`src/rtl/counter_bank.sv`:
```
// counter_bank: CHANNELS independent WIDTH-bit up/down counters, each with
// an overflow supervisor (RES/CNT/OVF/ERR), parallel load and a wrap pulse.
module counter_bank #(
   parameter int WIDTH    = 8,
   parameter int CHANNELS = 4
) (
   input  logic                      clk,
   input  logic                      reset,
   input  logic [CHANNELS-1:0]       ena,
   input  logic [CHANNELS-1:0]       dir,
   input  logic [CHANNELS-1:0]       reinit,
   input  logic [CHANNELS-1:0]       load,
   input  logic [CHANNELS*WIDTH-1:0] load_value,
   input  logic [CHANNELS-1:0]       clr_overflow,
   output logic [CHANNELS*WIDTH-1:0] value,
   output logic [CHANNELS-1:0]       overflow,
   output logic [CHANNELS-1:0]       overflow_err,
   output logic [CHANNELS-1:0]       wrap_pulse,
   output logic                      any_err
);
   typedef enum logic [1:0] {RES = 2'b00, CNT = 2'b01, OVF = 2'b11, ERR = 2'b10} state_t;
   for (genvar c = 0; c < CHANNELS; c++) begin : g_ch
      state_t           state, state_next;
      logic [WIDTH-1:0] cnt, cnt_next;
      logic             pulse, do_load, counting, term, wrap;
      always_ff @(posedge clk) begin
         if (reset || reinit[c]) begin
            state <= RES;
            cnt   <= '0;
            pulse <= 1'b0;
         end else begin
            state <= state_next;
            cnt   <= cnt_next;
            pulse <= wrap;
         end
      end
      // a load that is honoured suppresses counting (and so wrapping) that cycle
      always_comb begin
         do_load  = load[c] && state != RES;
         counting = ena[c] && (state == CNT || state == OVF) && !do_load;
         term     = dir[c] ? &cnt : ~|cnt;
         wrap     = counting && term;
         cnt_next = do_load ? load_value[c*WIDTH +: WIDTH] :
                    counting ? (dir[c] ? cnt + 1'b1 : cnt - 1'b1) : cnt;
         case (state)
            RES:     state_next = CNT;
            CNT:     state_next = wrap ? OVF : CNT;
            OVF:     state_next = wrap ? (clr_overflow[c] ? OVF : ERR) : (clr_overflow[c] ? CNT : OVF);
            default: state_next = ERR;
         endcase
      end
      assign value[c*WIDTH +: WIDTH] = cnt;
      assign overflow[c]     = state == OVF;
      assign overflow_err[c] = state == ERR;
      assign wrap_pulse[c]   = pulse;
   end
   assign any_err = |overflow_err;
endmodule

```
`config.mk`:
```
export PLATFORM = sky130hd
export DESIGN_NAME = counter_bank
export DESIGN_NICKNAME = d
export VERILOG_FILES = /design/src/rtl/counter_bank.sv
export SDC_FILE = /design/constraint.sdc
export NUM_CORES = 1
export LEC_CHECK = 0
export ABC_AREA = 0
export CAP_MARGIN = 15
export CORE_ASPECT_RATIO = 1.1
export CORE_UTILIZATION = 43
export DETAILED_ROUTE_END_ITERATION = 10
export HOLD_SLACK_MARGIN = 0.06
export PLACE_DENSITY = 0.87
export SLEW_MARGIN = 0
export SYNTH_ARGS = -nofsm -noshare
export SYNTH_HDL_FRONTEND = slang
export SYNTH_SLANG_ARGS = --single-unit
export TNS_END_PERCENT = 10
```
`constraint.sdc`:
```
create_clock -name clk -period 1.8 [get_ports clk]
set_input_delay 0.36 -clock clk [delete_from_list [all_inputs] [get_ports clk]]
set_output_delay 0.36 -clock clk [all_outputs]
set_load 0.01 [all_outputs]
```
==> flow_results.org, run 1 <==
** Min path
- The worst hold path was traced through 2 stages.
- The startpoint identified for the worst hold timing path is g_ch[3].state[1].
- For hold timing, the worst endpoint is g_ch[3].state[0].
- Class of the most critical hold timing path :: reg -> reg

** Placement
- Count of input and output buffers :: just under 100
- The wire-length estimate of the detail-placed layout is roughly 8700 um.
- At the end of routability-driven placement, the weighted congestion stood at 0.950.
- In this run, placement finished with an instance count of 680.

** Global routing
- Number of antenna violations at the first check in global routing :: 0
- Global-route usage over all layers :: 28.5%
- Vias in the first global route :: between 4000 and 5000
- Aggregate global routing overflow :: 0
- Pin count of the biggest net entering global routing :: 15
- Global-route wire length before repair :: approximately 18000 um

** Synthesis
- Each instance of the synthesized netlist takes up on average 7.91 um^2.
- Most used flip-flop cell after synthesis :: sky130_fd_sc_hd__dfxtp_1
- The synthesized design contains 0 enable-type register cells.
- Post-synth cell types :: 44
- Counting flops with an async set or reset pin after synthesis yields a share of 0%.
- In this run the cell area of the synthesized design comes to roughly 0.0032 mm^2.
- Synthesis warning total :: 0
- Synth Instances :: slightly above 400
- Net Count, Synth :: 492
- Synthesis inferred 44 register bits.
- Fraction of the yosys area taken by sequential cells :: 27.2%

** Worst setup path
- Register-to-register path setup slack :: roughly 10 ps
- The worst setup path is captured at a flip-flop.
- Endpoint of the worst register-to-register path :: g_ch[2].cnt[3]
- Worst endpoint data arrival time :: just over 2000 ps
- Crit path max fanout :: 5
- The critical path starts at dir[2].
- Critical register-to-register path startpoint :: g_ch[2].cnt[1]
- Worst setup SP type :: input pin
- Number of cell instances on the worst register-to-register path :: 5
- STA puts the critical path data required time at between 2000 and 2500 ps.
- By startpoint and endpoint, the worst setup path is classified as in -> reg.

** Timing
- Smallest hold slack :: roughly 560 ps
- RSZ-0062 raised after global routing :: yes
- The number of pins exceeding their max-slew limit in the final report came to 0.
- Number of hold-slack violations in the final timing report :: 0
- Setup violations remaining at the end of the flow were counted as 1.
- For the finished layout, the period the worst path requires is 1820 ps.
- Final setup slack of the worst path :: -18.3 ps
- Worst slew margin :: just under 70%
- The clock arrives with roughly 6.6 ps of skew.
- After layout, the worst path uses 101% of the clock period.
- Derived from the worst setup path, the maximum achievable clock frequency is 0.550 GHz.
- Setup total negative slack on the finished layout was measured at -18.3 ps.
- At the pin with the least slew margin, the transition time is approximately 460 ps.

** Drt
- Number of vias per cell after detailed routing :: 5.81
- Number of vias in the routed layout :: a little over 4000
- Summed over all layers, the routed wires come to between 10000 and 15000 um.
- In this run the remaining antenna-violating nets after routing total 0.
- The first detailed-routing pass ran for 8 iterations.
- In the final routed layout, each cell accounts on average for 17.0 um.
- Starting DRT DRC Count :: 180
- DRC violation count after routing :: 8

** Flow run
- Max-cap check violation count :: 0

** Status
- The checks that failed: DRC, setup timing.
- The flow ran to the end, but the final reports show violations.

** Clock network
- Htree depth :: 2
- The root buffer cell chosen for the clock tree is sky130_fd_sc_hd__clkbuf_8.
- Worst-skew pair later-pin latency :: just under 300 ps
- Number of buffers inserted by hold repair at cts :: 0
- In this run the deepest clock path goes through 2 buffers.
- TritonCTS clock tree :: yes
- After clock tree synthesis, the clock-pin slew on the worst setup and hold paths is approximately 90 ps.
- The number of clock buffers added by TritonCTS is 5.
- For this design, the sink count on the clock tree is 44.

** Floorplan
- Chip width :: 84.8 um
- The total area inside the core boundary comes to about 0.007 mm^2.
- Die Outline Area :: 0.00790 mm^2
- Initial standard-cell utilization of the core :: around 45%
- In this run the count of I/O pins placed on the die edge is 99.
- Placement Rows :: 32
- Vertical die dimension :: roughly 93 um

** Cells and area
- Non-filler cells, final :: 700
- In the final layout, the share of cells above drive strength 1 is slightly above 30%.
- Antenna cells :: 0
- Filler cells :: between 400 and 500
- Layout Area Growth over Synthesis :: 72.7%
- Count of nets after finishing :: around 700

** Pwr
- Power spread over the standard cell area amounts to between 400 and 500 mW/mm^2.
- In this run the static leakage power is about 2.3 nW.
- VDD sags by at most 0.346 mV.
-- cell families after synthesis --
kind of cell / after synthesis / share of synthesized area [%]
multiplexers: 4 / 1.23
XOR/XNOR: 20 / 5.40
AO/OA/AOI/OAI: 115 / 23.6
adder cells (fa/ha/maj): 28 / 11.7
AND/OR/NAND/NOR: 179 / 27.9
flip-flops: 44 / 27.1
buffers and inverters: 20 / 2.93
-- critical path, cell delays in order --
cell,delay [ps]
sky130_fd_sc_hd__buf_4,110
sky130_fd_sc_hd__clkinvlp_4,190
sky130_fd_sc_hd__ha_4,310
sky130_fd_sc_hd__a211oi_4,280
sky130_fd_sc_hd__nor2_2,90
sky130_fd_sc_hd__or4_1,510
sky130_fd_sc_hd__a31oi_1,180
-- worst max path at each step --
stage	slack (ps)	cells after the start	endpoint
global route	-60	7	g_ch[2].cnt[3]
floorplan	-50	7	g_ch[1].cnt[7]
detailed placement	-770	8	g_ch[3].cnt[7]
CTS	-30	9	g_ch[3].cnt[7]
finish	-20	7	g_ch[2].cnt[3]
global placement	-690	8	g_ch[3].cnt[7]
-- cell usage after synthesis, drive strengths merged (2+ instances only) --
cell type / number / area, um^2
nand2: 53 / 199
dfxtp: 44 / 881
a21oi: 37 / 185
nor2: 34 / 128
ha: 24 / 300
nand3: 24 / 120
o21ai: 19 / 106
and3: 14 / 87.6
xnor2: 13 / 114
a21o: 12 / 90.1
o21a: 9 / 67.6
a31oi: 8 / 50.1
and2: 8 / 50.1
buf: 8 / 50.1
or3: 7 / 43.8
xor2: 7 / 61.3
clkbuf: 6 / 22.5
inv: 6 / 22.5
nand4: 6 / 37.5
nor3b: 6 / 45.0
nor4: 6 / 52.6
o22ai: 6 / 37.5
or4: 6 / 48.8
a311oi: 5 / 43.8
nor3: 5 / 25.0
a222oi: 4 / 40.0
fa: 4 / 80.1
mux2i: 4 / 40.0
nor2b: 4 / 25.0
o211ai: 4 / 30.0
or2: 4 / 25.0
a2111oi: 3 / 45.0
a2bb2oi: 3 / 26.3
a211oi: 2 / 15.0
-- placed cells by master (no fill, tap or decap), types with 6 or more instances in the layout --
cell	netlist	layout
sky130_fd_sc_hd__a21oi_2	0	8
sky130_fd_sc_hd__a21oi_1	37	29
sky130_fd_sc_hd__a21o_1	12	12
sky130_fd_sc_hd__dfxtp_1	44	39
sky130_fd_sc_hd__ha_1	24	10
sky130_fd_sc_hd__nor2_1	34	32
sky130_fd_sc_hd__nor3b_1	6	6
sky130_fd_sc_hd__xor2_1	7	7
sky130_fd_sc_hd__nand3_1	24	24
sky130_fd_sc_hd__a31oi_1	8	7
sky130_fd_sc_hd__o22ai_1	6	6
sky130_fd_sc_hd__o21ai_1	7	9
sky130_fd_sc_hd__o21ai_0	9	6
sky130_fd_sc_hd__nand4_1	6	6
sky130_fd_sc_hd__o21a_1	9	9
sky130_fd_sc_hd__clkbuf_8	0	6
sky130_fd_sc_hd__and3_1	14	10
sky130_fd_sc_hd__ha_4	0	14
sky130_fd_sc_hd__xnor2_1	13	13
sky130_fd_sc_hd__or3_1	7	7
sky130_fd_sc_hd__clkdlybuf4s50_1	0	87
sky130_fd_sc_hd__nand2_1	53	53
sky130_fd_sc_hd__and2_1	8	6
sky130_fd_sc_hd__buf_4	4	110
-- repair_timing --
item / CTS / global route
resized for setup: 34 / 37
pin swaps: 7 / 18
endpoints found under the setup margin: 32 / 21
buffers inserted: 11 / 1
-- power breakdown --
group	switching [W]	total, W	internal [W]
clock	0.000359	0.000814	0.000455
combinational	0.000342	0.000780	0.000438
sequential	0.0000288	0.00103	0.000997
total	0.000730	0.00262	0.00189
-- metal layers --
metal | wire (um) | vias to the layer above | GRT usage, %
met5 | 0 | - | 0
met4 | 353 | 0 | 11.2
met3 | 601 | 35 | 3.09
met2 | 6270 | 171 | 55.1
met1 | 4670 | 1928 | 31.7
li1 | - | 1930 | -
-- stage by stage --
| step | util (%) | total power (W) | instance area (um^2) | setup WS (ps) |
|---|---|---|---|---|
| 2_1_floorplan | - | 0.00136 | 3410 | -51.3 |
| 3_3_place_gp | 72.6 | 0.00171 | 5200 | -688 |
| 3_5_place_dp | 72.6 | 0.00174 | 5200 | -767 |
| 4_1_cts | 76.2 | 0.00258 | 5460 | -33.1 |
| 5_1_grt | 78.2 | 0.00272 | 5600 | -63.0 |
| 6_report | 78.2 | 0.00262 | 5600 | -18.3 |
-- cell type report --
cell class,instances,area [um^2],share of cell area (%)
Clock buffer,6,82.6,1.47
Clock inverter,2,38.8,0.692
Inverter,6,37.5,0.670
Multi-Input combinational cell,346,2600,46.4
Sequential cell,44,887,15.8
Tap cell,85,106,1.90
Timing Repair Buffer,211,1850,33.0
-- state kept, by name, indices dropped and copies added (netlist names) --
signal      cells
g_ch.cnt       32
g_ch.state      8
g_ch.pulse      4
No activity file was read; power rests on OpenSTA's default activity.
==> inputs of run 2 (changes only) <==
--- a/config.mk
+++ b/config.mk
@@ -9,6 +9,7 @@
 export CAP_MARGIN = 15
 export CORE_ASPECT_RATIO = 1.1
 export CORE_UTILIZATION = 43
+export CTS_CLUSTER_DIAMETER = 80
 export DETAILED_ROUTE_END_ITERATION = 10
 export HOLD_SLACK_MARGIN = 0.06
 export PLACE_DENSITY = 0.87
==> results of run 2 <==
The final DEF is identical to that of run 1; final timing and power are the same.
